--- src/rtl/angle_rom_arb_if.sv ---
// Requester, status and angle-ROM signals of the shared ROM arbiter.
// slave: the arbiter; master: the requesters/ROM side.
interface angle_rom_arb_if #(
  parameter int unsigned N_REQ      = 4,
  parameter int unsigned ADDR_WIDTH = 10,
  parameter int unsigned DATA_WIDTH = 32
);
  logic [N_REQ-1:0]            req;
  logic [N_REQ*ADDR_WIDTH-1:0] req_addr;
  logic [N_REQ-1:0]            gnt;
  logic [N_REQ-1:0]            rd_valid;
  logic [DATA_WIDTH-1:0]       rd_data;
  logic                        halt_req;
  logic                        halted;
  logic [ADDR_WIDTH-1:0]       rom_addr;
  logic                        rom_clk_en;
  logic                        rom_rd_oce;
  logic [DATA_WIDTH-1:0]       rom_rd_data;

  modport slave (
    input  req, req_addr, halt_req, rom_rd_data,
    output gnt, rd_valid, rd_data, halted, rom_addr, rom_clk_en, rom_rd_oce
  );

  modport master (
    output req, req_addr, halt_req, rom_rd_data,
    input  gnt, rd_valid, rd_data, halted, rom_addr, rom_clk_en, rom_rd_oce
  );
endinterface

--- src/rtl/angle_rom_arb.sv ---
// Round-robin arbiter sharing one angle ROM among N_REQ requesters, with halt/drain control.
// Define ANGLE_ROM_ARB_FIXED_PRIO_EN for fixed priority (lowest index wins).
module angle_rom_arb #(
  parameter int unsigned N_REQ      = 4,
  parameter int unsigned ADDR_WIDTH = 10,
  parameter int unsigned DATA_WIDTH = 32,
  parameter int unsigned RD_LATENCY = 1
) (
  input logic            clk,
  input logic            rst,
  angle_rom_arb_if.slave bus
);
  localparam int unsigned IDX_W = (N_REQ > 1) ? $clog2(N_REQ) : 1;

  typedef enum logic [1:0] {RUN, DRAIN, HALT} state_t;

  state_t                state;
  logic [ADDR_WIDTH-1:0] addr_arr [N_REQ];
  logic [IDX_W-1:0]      sel_idx;
  logic [IDX_W-1:0]      cand;
  logic                  sel_any;
  logic                  grant_ok;
  logic                  grant_fire;
  logic [RD_LATENCY-1:0] vld_sr;
  logic [IDX_W-1:0]      idx_sr [RD_LATENCY];
  logic                  pipe_busy;
  logic                  in_flight;
  logic                  out_vld;
  logic [DATA_WIDTH-1:0] data_c;

  for (genvar g = 0; g < N_REQ; g++) begin : g_addr
    assign addr_arr[g] = bus.req_addr[g*ADDR_WIDTH +: ADDR_WIDTH];
  end

  // Grants only in RUN with no halt request; reset forces every output low.
  assign grant_ok   = rst && (state == RUN) && !bus.halt_req;
  assign grant_fire = sel_any && grant_ok;

`ifdef ANGLE_ROM_ARB_FIXED_PRIO_EN
  always_comb begin
    sel_any = |bus.req;
    sel_idx = '0;
    cand    = '0;
    for (int i = int'(N_REQ) - 1; i >= 0; i--) begin
      cand = IDX_W'(i);
      if (bus.req[cand]) sel_idx = cand;
    end
  end
`else
  logic [IDX_W-1:0] last_idx;

  // Descending scan so the candidate right after last_idx is assigned last and wins.
  always_comb begin
    sel_any = |bus.req;
    sel_idx = '0;
    cand    = '0;
    for (int k = int'(N_REQ); k >= 1; k--) begin
      cand = IDX_W'((int'(last_idx) + k) % int'(N_REQ));
      if (bus.req[cand]) sel_idx = cand;
    end
  end

  always_ff @(posedge clk) begin
    if (!rst) begin
      last_idx <= IDX_W'(N_REQ - 1);
    end else if (grant_fire) begin
      last_idx <= sel_idx;
    end
  end
`endif

  assign bus.gnt      = grant_fire ? (N_REQ'(1) << sel_idx) : '0;
  assign bus.rom_addr = grant_fire ? addr_arr[sel_idx] : '0;

  // Valid/index shift register tracking reads through the ROM latency.
  always_ff @(posedge clk) begin
    if (!rst) begin
      vld_sr <= '0;
      for (int i = 0; i < int'(RD_LATENCY); i++) idx_sr[i] <= '0;
    end else begin
      vld_sr[0] <= grant_fire;
      idx_sr[0] <= sel_idx;
      for (int i = 1; i < int'(RD_LATENCY); i++) begin
        vld_sr[i] <= vld_sr[i-1];
        idx_sr[i] <= idx_sr[i-1];
      end
    end
  end

  assign pipe_busy = |vld_sr;

  if (RD_LATENCY > 1) begin : g_oreg
    assign in_flight      = |vld_sr[RD_LATENCY-2:0];
    assign bus.rom_rd_oce = rst && vld_sr[RD_LATENCY-2];
  end else begin : g_noreg
    assign in_flight      = 1'b0;
    assign bus.rom_rd_oce = 1'b0;
  end

  assign bus.rom_clk_en = grant_fire || (rst && in_flight);

  assign out_vld      = rst && vld_sr[RD_LATENCY-1];
  assign data_c       = out_vld ? bus.rom_rd_data : '0;
  assign bus.rd_valid = out_vld ? (N_REQ'(1) << idx_sr[RD_LATENCY-1]) : '0;
  assign bus.rd_data  = data_c;

  // Halt control: drain outstanding reads before reporting halted.
  always_ff @(posedge clk) begin
    if (!rst) begin
      state <= RUN;
    end else begin
      case (state)
        RUN:     if (bus.halt_req) state <= DRAIN;
        DRAIN: begin
          if (!bus.halt_req)  state <= RUN;
          else if (!pipe_busy) state <= HALT;
        end
        HALT:    if (!bus.halt_req) state <= RUN;
        default: state <= RUN;
      endcase
    end
  end

  assign bus.halted = rst && (state == HALT);
endmodule

--- src/flat_wrapper.sv ---
// flat-port wrapper written by rule: the top's interface ports become plain ports
module angle_rom_arb_flat 
#(
  parameter int unsigned N_REQ      = 4,
  parameter int unsigned ADDR_WIDTH = 10,
  parameter int unsigned DATA_WIDTH = 32,
  parameter int unsigned RD_LATENCY = 1
)
  (clk, rst, bus_req, bus_req_addr, bus_halt_req, bus_rom_rd_data, bus_gnt, bus_rd_valid, bus_rd_data, bus_halted, bus_rom_addr, bus_rom_clk_en, bus_rom_rd_oce);
  angle_rom_arb_if #(.N_REQ(N_REQ), .ADDR_WIDTH(ADDR_WIDTH), .DATA_WIDTH(DATA_WIDTH)) bus_i ();
  input logic clk;
  input logic rst;
  input wire logic [$bits(bus_i.req)-1:0] bus_req;
  input wire logic [$bits(bus_i.req_addr)-1:0] bus_req_addr;
  input wire logic [$bits(bus_i.halt_req)-1:0] bus_halt_req;
  input wire logic [$bits(bus_i.rom_rd_data)-1:0] bus_rom_rd_data;
  output wire logic [$bits(bus_i.gnt)-1:0] bus_gnt;
  output wire logic [$bits(bus_i.rd_valid)-1:0] bus_rd_valid;
  output wire logic [$bits(bus_i.rd_data)-1:0] bus_rd_data;
  output wire logic [$bits(bus_i.halted)-1:0] bus_halted;
  output wire logic [$bits(bus_i.rom_addr)-1:0] bus_rom_addr;
  output wire logic [$bits(bus_i.rom_clk_en)-1:0] bus_rom_clk_en;
  output wire logic [$bits(bus_i.rom_rd_oce)-1:0] bus_rom_rd_oce;
  assign bus_i.req = bus_req;
  assign bus_i.req_addr = bus_req_addr;
  assign bus_i.halt_req = bus_halt_req;
  assign bus_i.rom_rd_data = bus_rom_rd_data;
  assign bus_gnt = bus_i.gnt;
  assign bus_rd_valid = bus_i.rd_valid;
  assign bus_rd_data = bus_i.rd_data;
  assign bus_halted = bus_i.halted;
  assign bus_rom_addr = bus_i.rom_addr;
  assign bus_rom_clk_en = bus_i.rom_clk_en;
  assign bus_rom_rd_oce = bus_i.rom_rd_oce;
  angle_rom_arb #(.N_REQ(N_REQ), .ADDR_WIDTH(ADDR_WIDTH), .DATA_WIDTH(DATA_WIDTH), .RD_LATENCY(RD_LATENCY)) u_core (.clk(clk), .rst(rst), .bus(bus_i));
endmodule
--- config.mk ---
export PLATFORM = sky130hd
export DESIGN_NAME = angle_rom_arb_flat
export DESIGN_NICKNAME = d
export VERILOG_FILES = /design/src/rtl/angle_rom_arb_if.sv /design/src/rtl/angle_rom_arb.sv /design/src/flat_wrapper.sv
export SDC_FILE = /design/constraint.sdc
export NUM_CORES = 1
export LEC_CHECK = 0
export CORE_UTILIZATION = 22
export DETAILED_ROUTE_END_ITERATION = 8
export HOLD_SLACK_MARGIN = 0.1
export PLACE_DENSITY = 0.79
export SLEW_MARGIN = 10
export SYNTH_ARGS = -nofsm -noshare
export SYNTH_HDL_FRONTEND = slang
export SYNTH_SLANG_ARGS = --single-unit
--- constraint.sdc ---
create_clock -name clk -period 1.6 [get_ports clk]
set_clock_uncertainty 0.05 [all_clocks]
set_input_delay 0.16 -clock clk [delete_from_list [all_inputs] [get_ports clk]]
set_output_delay 0.16 -clock clk [all_outputs]
set_load 0.03 [all_outputs]
==> flow_summary.yaml, run 1 <==
run_status:
  result_of_the_run: "finished, violations left"
  failed_checks: "negative setup slack"
global_route:
  grt_remaining_overflow: 0
  grt_pass1_vias: 1457
  grt_use_met2_pct: 41.5
  grt_antenna_before_repair: 0
  grt_max_degree: 19
  grt.total_usage_pct: 21.1
  grt_pass1_wl_mm: 6.91
  met1_usage_pct: 21.3
  grt_util_met3_pct: 3.79
  busiest_layer_in_global_routing: "met2"
sta:
  fin_crit_sh_pct: 130
  rsz0062_at_grt: "yes"
  timing.final.hold_violations: 0
  clock.fmax_ghz: 0.482
  setup_ws_ns: -0.476
  final.min_clock_period_ns: 2.08
  drv_slew: 0
  finalSetupViolCount: 15
  final.hold.worst_slack_ns: 0.325
cts:
  insertion_delay_ns: 0.23
  worst_setup_hold_path_clk_slew_ns: 0.04
  ctsRootBufferMaster: "clkbuf_8"
  hold_fix_buffers_at_cts: 0
  max-clock-path-buffers: 2
  clock-sinks: 7
  cts_made_buffers: 3
  tritoncts: "built"
  cts_max_level: 1
power_and_ir_drop:
  seq_power_share_pct: 13.5
  p_clk_share_pct: 16.2
  power.share.combinational_pct: 70.3
  swShare_pct: 36.2
  p_sw_w: 0.000562
  leakagePower_nw: 1.31
  power.density_mw_per_mm2: 516
  totalPowerFinal_w: 0.00155
  vdd_drop_max_uv: 606
  cell_int_power_w: 0.000991
die:
  initial_utilization_pct: 22.8
  die_w_um: 66.4
  io_pins: 132
  coreArea_mm2: 0.00400
  placement_rows: 23
  die_h_um: 66.4
  floorplan.die_area_mm2: 0.00441
yosys:
  ys_seq_area_share_pct: 15.3
  synth_cell_types: 28
  postSynthCellCount: 122
  synth.cell_area_um2: 913
  synth.avg_cell_area_um2: 7.49
  postSynthNetCount: 201
  yosys_warn_count: 0
  ys_seq_elements: 7
final_layout:
  fraction_of_final_layout_cells_with_drive_strength_greater_than_1_pct: 49.3
  fillCellCount: 295
  finish.net_count: 350
  seq_area_um2: 144
  n_antenna_cell: 0
  multi_input_area_mm2: 0.00121
  area_delta_synth_final_pct: 230
placed_design:
  dp.final_hpwl_mm: 3.35
  numPortBuffers: 130
  gp_congestion: 0.729
worst_setup_path:
  crit_path_start_kind: "register"
  worstPathMaxFanout: 8
  cp-end-kind: "primary output"
  cp_slowest_cell: "dfxtp_2"
  crit_required_ns: 1.39
  worst-endpoint-arrival_ns: 1.87
  timing.critical_path.from: "u_core.last_idx[0]$_SDFFE_PN1P_"
  path_class: "register to primary output"
  crit_path_max_incr_delay_ns: 0.33
  r2r-start: "u_core.last_idx[0]$_SDFFE_PN1P_"
  timing.critical_path.cells: "nand2b_4 > o21ai_4 > a211oi_4 > buf_12 > buf_16 > mux2i_4 > o22ai_4 > buf_6"
drt:
  route.detailed.wl_per_inst_um: 14.9
  routed_wl_mm: 4.77
  detail_route.vias_per_cell: 4.75
  dr.first_iter.drc_count: 42
  vias: 1519
  drt-pass1-iter-count: 4
  remaining_drc_errors: 0
  antenna_violating_nets_post_route: 0
hold_path:
  min-delay-path-class: "primary input to register"
  min_from: "bus_halt_req"
run:
  drv.max_cap_violation_count: 0
## flip-flops by register name, summed over array words and instances, names as in the netlist
signal            flops
u_core.state          2
u_core.last_idx       2
u_core.pipe_busy      1
u_core.idx_sr         2
## final timing paths
kind | to | slack [ns] | cells past startpoint
worst max-delay path | bus_rom_addr[4] | -0.48 | 8
worst min-delay path | u_core.state[1]$_SDFFE_PN0P_ | 0.33 | 3
worst max register to register | u_core.last_idx[1]$_SDFFE_PN1P_ | 0.23 | 6
worst min register to register | u_core.last_idx[0]$_SDFFE_PN1P_ | 0.46 | 2
## cells in the final DEF, fill, tap and decap left out, types with 2 or more instances in the layout
cell type / n
nand2_1: 2
clkdlybuf4s50_1: 72
a21oi_1: 2
and3_1: 32
buf_4: 51
buf_12: 6
mux2i_2: 2
clkbuf_8: 3
dlygate4sd2_1: 6
o31a_1: 2
dfxtp_2: 3
mux2i_4: 18
nand2_8: 2
nor2_1: 3
o22ai_4: 9
nor2_4: 4
nor3_1: 3
nand2b_1: 2
nor3b_1: 2
buf_6: 18
nand2b_4: 4
dfxtp_1: 4
## what timing repair did
action / CTS / global route
resized for setup: 58 / 5
pin swaps: 9 / 4
gates cloned: 2 / 0
buffers inserted: 5 / 3
setup endpoints to repair: 19 / 15
## power groups by stage
stage / Sequential, W / Clock [W] / Combinational (W)
6_report: 0.000210 / 0.000251 / 0.00109
3_5_place_dp: 0.000211 / 0 / 0.000827
3_3_place_gp: 0.000211 / 0 / 0.000814
2_1_floorplan: 0.000209 / 0 / 0.000478
4_1_cts: 0.000210 / 0.000255 / 0.00107
5_1_grt: 0.000213 / 0.000271 / 0.00114
## critical path: cells and delay by family, from the launching register on
kind            cells  cell delay (ns)
compound gates      3             0.44
buf+inv             3             0.45
flops               1             0.33
mux                 1             0.27
simple gates        1             0.14
## kinds of logic after synthesis
kind of cell	Yosys count	share of synthesized area, %
AOI/OAI and AO/OA	20	16.0
buffers and inverters	15	8.63
DFF	7	15.3
muxes	20	21.9
other	1	0.411
and+or+nand+nor	59	37.7
## synth_stat cells (all sizes together)
cell type,instances,area [µm²]
nor4,1,6.26
conb,1,3.75
clkbuf,6,22.5
a31oi,1,6.26
mux2i,20,200
a21oi,3,18.8
nor3b,2,15.0
nor2,7,26.3
and3,32,200
and4,1,8.76
buf,6,45.0
o22ai,11,68.8
nand2b,6,37.5
inv,3,11.3
dfxtp,7,140
o21ai,1,5.00
nor2b,1,6.26
o31a,3,27.5
nor3,4,20.0
a211oi,1,20.0
and2,1,6.26
or2,1,6.26
nand2,3,11.3
## routing by layer
layer / vias up / share of wire, % / wire length, µm
li1: 755 / - / -
met1: 699 / 36 / 1740
met2: 55 / 56 / 2670
met3: 10 / 5.1 / 242
met4: 0 / 2.3 / 112
met5: - / 0 / 0
## metrics by stage
step / TNS, ns / instance area [µm²] / utilization, % / instances / setup WS, ns
5_1_grt: -7.13 / 3010 / 75.3 / 320 / -0.550
4_1_cts: -5.67 / 2980 / 74.4 / 318 / -0.472
2_1_floorplan: -2.04 / 1220 / - / 122 / -0.183
3_3_place_gp: -8.41 / 2520 / 62.9 / 307 / -0.581
6_report: -6.12 / 3010 / 75.3 / 320 / -0.476
3_5_place_dp: -8.96 / 2520 / 62.9 / 307 / -0.628
## layout make-up
type                    instances  share of cell area (%)
inverters                       3                   0.457
repair buffers                155                    51.1
clock buffers                   4                    1.50
well taps                      50                    2.08
multi-input cells             101                    40.1
flip-flops and latches          7                    4.78
Note: power is estimated with default switching activity, not from simulation.
==> run 2: changes to the inputs <==
--- a/config.mk
+++ b/config.mk
@@ -9,7 +9,8 @@
 export DETAILED_ROUTE_END_ITERATION = 8
 export HOLD_SLACK_MARGIN = 0.1
 export PLACE_DENSITY = 0.79
-export SLEW_MARGIN = 10
+export REMOVE_ABC_BUFFERS = 1
+export SLEW_MARGIN = 20
 export SYNTH_ARGS = -nofsm -noshare
 export SYNTH_HDL_FRONTEND = slang
 export SYNTH_SLANG_ARGS = --single-unit
==> flow_summary.yaml, run 2 (synthesis gave the netlist of run 1 again) <==
run_status:
  result_of_the_run: "finished, violations left"
  failed_checks: "negative setup slack"
sta:
  drv_slew: 0
  final.min_clock_period_ns: 1.97
  fin_crit_sh_pct: 123
  setup_ws_ns: -0.370
  clock.fmax_ghz: 0.508
  finalSetupViolCount: 15
  tns_ns: -4.55
  final.hold.worst_slack_ns: 0.333
  rsz0062_at_grt: "yes"
  timing.final.hold_violations: 0
drt:
  drt-pass1-iter-count: 4
  antenna_violating_nets_post_route: 0
  remaining_drc_errors: 0
  detail_route.vias_per_cell: 4.77
  vias: 1545
  dr.first_iter.drc_count: 21
  route.detailed.wl_per_inst_um: 13.1
  routed_wl_mm: 4.24
power_and_ir_drop:
  totalPowerFinal_w: 0.00126
  leakagePower_nw: 1.30
  power.density_mw_per_mm2: 495
  vdd_drop_max_uv: 437
worst_setup_path:
  crit_path_start_kind: "register"
  r2r-start: "u_core.state[1]$_SDFFE_PN0P_"
  r2r_cells: 9
  worst-endpoint-arrival_ns: 1.76
  critical_path_buf_inv_count: 3
  worstPathMaxFanout: 6
  cp_slowest_cell: "dfxtp_2"
  path_class: "register to primary output"
  cp-end-kind: "primary output"
  crit_path_max_incr_delay_ns: 0.34
  critical_path.top_delay_family: "buffers and inverters"
  timing.critical_path.from: "u_core.last_idx[0]$_SDFFE_PN1P_"
  crit_required_ns: 1.39
  worstReg2RegEnd: "u_core.pipe_busy$_SDFF_PN0_"
  worstSetupEndpoint: "bus_rom_addr[7]"
  ff2ff_setup_slack_ns: 0.03
  critical_path_depth: 8
  timing.critical_path.cells: "nand2b_4 > o21ai_4 > a211oi_4 > buf_6 > buf_12 > mux2i_1 > o22ai_1 > buf_4"
placed_design:
  numPortBuffers: 130
  dp.final_hpwl_mm: 2.97
  gp_congestion: 0.776
global_route:
  grt.total_usage_pct: 18.1
  grt_pass1_vias: 1446
  grt_antenna_before_repair: 0
  grt_max_degree: 37
  grt_pass1_wl_mm: 6.11
  grt_remaining_overflow: 0
die:
  io_pins: 132
  die_h_um: 66.4
  initial_utilization_pct: 22.8
  floorplan.die_area_mm2: 0.00441
  coreArea_mm2: 0.00400
  placement_rows: 23
  die_w_um: 66.4
final_layout:
  final_common_cell: "buf_4"
  n_antenna_cell: 0
  fraction_of_final_layout_cells_with_drive_strength_greater_than_1_pct: 40.1
  biggestRegsByFlops: "u_core.idx_sr x2, u_core.last_idx x2, u_core.state x2"
  finish.net_count: 354
  fillCellCount: 343
  final_core_util_pct: 63.4
  area_delta_synth_final_pct: 178
  commonest_non_fill_non_tap_cells_in_the_layout: "buf_4, clkdlybuf4s50_1, and3_1"
hold_path:
  min-delay-path-class: "primary input to register"
cts:
  ctsRootBufferMaster: "clkbuf_8"
  max-clock-path-buffers: 2
  tritoncts: "built"
  cts_made_buffers: 3
  worst_setup_hold_path_clk_slew_ns: 0.04
  hold_fix_buffers_at_cts: 0
  clock-sinks: 7
  insertion_delay_ns: 0.23
  cts_max_level: 1
run:
  drv.max_cap_violation_count: 0
-- run 2: timing repair --
item,CTS,global route
endpoints found under the setup margin,18,29
setup buffers,12,2
cloned,2,0
gates resized for setup,27,14
pin swaps,10,7
-- run 2: final cells by class --
type                            instances  area, µm²  area share [%]
Timing Repair Buffer                  160       1460            57.6
Multi-Input combinational cell        100        811            32.0
Sequential cell                         7        146            5.77
Tap cell                               50       62.6            2.47
Clock buffer                            4       45.0            1.78
Inverter                                3       11.3           0.444
-- run 2: layer usage --
| layer | vias to the layer above | track usage, % | share of wire (%) |
|---|---|---|---|
| li1 | 757 | - | - |
| met1 | 682 | 18.3 | 35 |
| met2 | 102 | 34.8 | 52 |
| met3 | 4 | 4.83 | 11 |
| met4 | 0 | 6.65 | 1.5 |
| met5 | - | 0 | 0 |
-- run 2: report_power, final --
group	switching [W]	total [W]	leakage (nW)	internal, W
clock network	0.0000821	0.000255	0.0228	0.000173
registers	0.0000195	0.000212	0.0583	0.000193
logic	0.000328	0.000790	1.22	0.000461
-- run 2: how the worst min path moves through the flow --
stage	to	start	slack, ns	cells after the start
2_1_floorplan	u_core.idx_sr[0][1]$_SDFF_PN0_	rst	0.23	1
3_3_place_gp	u_core.state[0]$_SDFFE_PN0P_	u_core.state[1]$_SDFFE_PN0P_	0.46	2
3_5_place_dp	u_core.state[0]$_SDFFE_PN0P_	u_core.state[1]$_SDFFE_PN0P_	0.47	2
4_1_cts	u_core.state[1]$_SDFFE_PN0P_	bus_halt_req	0.33	3
5_1_grt	u_core.state[1]$_SDFFE_PN0P_	bus_halt_req	0.34	3
6_report	u_core.state[1]$_SDFFE_PN0P_	bus_halt_req	0.33	3
-- run 2: tightest hold or removal path, stage by stage --
cell and delay, ns:
dlygate4sd2_1 0.27, nand2_1 0.09, a21oi_1 0.04
-- run 2: metrics by stage --
stage	instances	instance area (µm²)	setup WS [ns]
6_report	324	2540	-0.370
4_1_cts	324	2530	-0.425
3_5_place_dp	306	2240	-0.542
2_1_floorplan	110	846	-0.820
5_1_grt	324	2540	-0.492
3_3_place_gp	306	2240	-0.484
==> run 3: changes to the inputs <==
--- a/config.mk
+++ b/config.mk
@@ -5,11 +5,12 @@
 export SDC_FILE = /design/constraint.sdc
 export NUM_CORES = 1
 export LEC_CHECK = 0
+export CORE_MARGIN = 3
 export CORE_UTILIZATION = 22
 export DETAILED_ROUTE_END_ITERATION = 8
-export HOLD_SLACK_MARGIN = 0.1
 export PLACE_DENSITY = 0.79
 export REMOVE_ABC_BUFFERS = 1
+export SKIP_LAST_GASP = 1
 export SLEW_MARGIN = 20
 export SYNTH_ARGS = -nofsm -noshare
 export SYNTH_HDL_FRONTEND = slang
==> flow_summary.yaml, run 3 (synthesis gave the netlist of run 1 again) <==
run_status:
  result_of_the_run: "finished, violations left"
  failed_checks: "negative setup slack"
worst_setup_path:
  worstSetupEndpoint: "bus_rom_addr[2]"
  worst-endpoint-arrival_ns: 1.80
  crit_path_start_kind: "register"
  timing.critical_path.cells: "buf_4 > a211oi_4 > buf_6 > buf_12 > mux2i_1 > o22ai_1 > buf_4"
  cpMostUsedCell: "buf_4"
  r2r-start: "u_core.state[1]$_SDFFE_PN0P_"
  timing.critical_path.from: "u_core.last_idx[1]$_SDFFE_PN1P_"
  worstReg2RegEnd: "u_core.last_idx[0]$_SDFFE_PN1P_"
  critical_path_depth: 7
  r2r_cells: 10
  ff2ff_setup_slack_ns: -0.07
  critical_path.top_delay_family: "buffers and inverters"
  cp-end-kind: "primary output"
  crit_required_ns: 1.39
  cp_slowest_cell: "dfxtp_2"
  path_class: "register to primary output"
  critical_path_buf_inv_count: 4
  worstPathMaxFanout: 6
  crit_path_max_incr_delay_ns: 0.36
power_and_ir_drop:
  leakagePower_nw: 1.30
  vdd_drop_max_uv: 326
  power.density_mw_per_mm2: 497
  totalPowerFinal_w: 0.00130
die:
  die_w_um: 70.4
  floorplan.die_area_mm2: 0.00496
  initial_utilization_pct: 23.9
  placement_rows: 22
  coreArea_mm2: 0.00383
  die_h_um: 70.4
  io_pins: 132
placed_design:
  numPortBuffers: 130
  dp.final_hpwl_mm: 3.39
  gp_congestion: 0.690
cts:
  cts_max_level: 1
  hold_fix_buffers_at_cts: 0
  tritoncts: "built"
  ctsRootBufferMaster: "clkbuf_8"
  max-clock-path-buffers: 2
  clock-sinks: 7
  insertion_delay_ns: 0.22
  worst_setup_hold_path_clk_slew_ns: 0.04
  cts_made_buffers: 3
drt:
  dr.first_iter.drc_count: 43
  vias: 1567
  route.detailed.wl_per_inst_um: 14.8
  antenna_violating_nets_post_route: 0
  routed_wl_mm: 4.77
  drt-pass1-iter-count: 4
  remaining_drc_errors: 0
  detail_route.vias_per_cell: 4.85
sta:
  rsz0062_at_grt: "yes"
  clock.fmax_ghz: 0.498
  timing.final.hold_violations: 0
  drv_slew: 0
  finalSetupViolCount: 17
  fin_crit_sh_pct: 126
  final.min_clock_period_ns: 2.01
  setup_ws_ns: -0.408
global_route:
  grt_pass1_vias: 1551
  grt_pass1_wl_mm: 6.98
  grt.total_usage_pct: 17.0
  grt_max_degree: 37
  grt_antenna_before_repair: 0
  grt_remaining_overflow: 0
final_layout:
  commonest_non_fill_non_tap_cells_in_the_layout: "clkdlybuf4s50_1, buf_4, and3_1"
  area_delta_synth_final_pct: 186
  n_antenna_cell: 0
  final_core_util_pct: 68.2
  fraction_of_final_layout_cells_with_drive_strength_greater_than_1_pct: 44.0
  multi_input_area_um2: 865
  finish.net_count: 355
  final_common_cell: "clkdlybuf4s50_1"
  seq_area_um2: 145
  biggestRegsByFlops: "u_core.idx_sr x2, u_core.last_idx x2, u_core.state x2"
  fillCellCount: 312
run:
  drv.max_cap_violation_count: 0
hold_path:
  min-delay-path-class: "primary input to register"
-- run 3: area by class of cell --
| cell class | instances | share of cell area, % |
|---|---|---|
| sequential | 7 | 5.56 |
| timing repair buffer | 161 | 56.8 |
| inverter | 3 | 0.432 |
| multi-input combinational | 100 | 33.1 |
| clock buffer | 4 | 1.73 |
| tap | 48 | 2.30 |
-- run 3: tightest hold or removal path, stage by stage --
cell	delay, ns
clkbuf_2	0.12
or2_4	0.14
o31a_1	0.12
-- run 3: worst min path at each step --
stage	startpoint	endpoint	depth (start not counted)	slack (ns)
global route	bus_req[0]	u_core.pipe_busy$_SDFF_PN0_	3	0.32
CTS	bus_halt_req	u_core.state[1]$_SDFFE_PN0P_	3	0.34
detailed placement	u_core.last_idx[0]$_SDFFE_PN1P_	u_core.last_idx[0]$_SDFFE_PN1P_	2	0.47
global placement	u_core.last_idx[0]$_SDFFE_PN1P_	u_core.last_idx[0]$_SDFFE_PN1P_	2	0.44
floorplan	rst	u_core.idx_sr[0][1]$_SDFF_PN0_	1	0.23
finish	bus_req[0]	u_core.pipe_busy$_SDFF_PN0_	3	0.31
-- run 3: power by group --
| group | internal, W | switching (W) | total, W |
|---|---|---|---|
| Sequential | 0.000192 | 0.0000214 | 0.000214 |
| Combinational | 0.000484 | 0.000351 | 0.000835 |
| Clock | 0.000172 | 0.0000746 | 0.000247 |
-- run 3: what timing repair did --
item,4_1_cts,5_1_grt
resized for setup,39,27
setup buffers,3,9
setup endpoints to repair,19,34
cloned,2,0
pin swaps,5,11
-- run 3: through the flow --
| step | setup TNS, ns | worst slack, ns | hold slack [ns] | cell area, µm² | cells |
|---|---|---|---|---|---|
| after floorplan | -11.24 | -0.820 | 0.232 | 846 | 110 |
| after global placement | -7.61 | -0.520 | 0.445 | 2250 | 308 |
| after detailed placement | -8.16 | -0.596 | 0.473 | 2250 | 308 |
| after CTS | -4.58 | -0.372 | 0.336 | 2500 | 316 |
| after global routing | -6.44 | -0.460 | 0.318 | 2610 | 323 |
| final | -5.38 | -0.408 | 0.310 | 2610 | 323 |
-- run 3: layer usage --
layer,wire (µm),GRT usage [%],up-vias
met4,63,3.62,0
met1,1590,17.1,695
met5,0,0,-
met3,649,6.04,6
met2,2470,32.7,106
li1,-,-,760
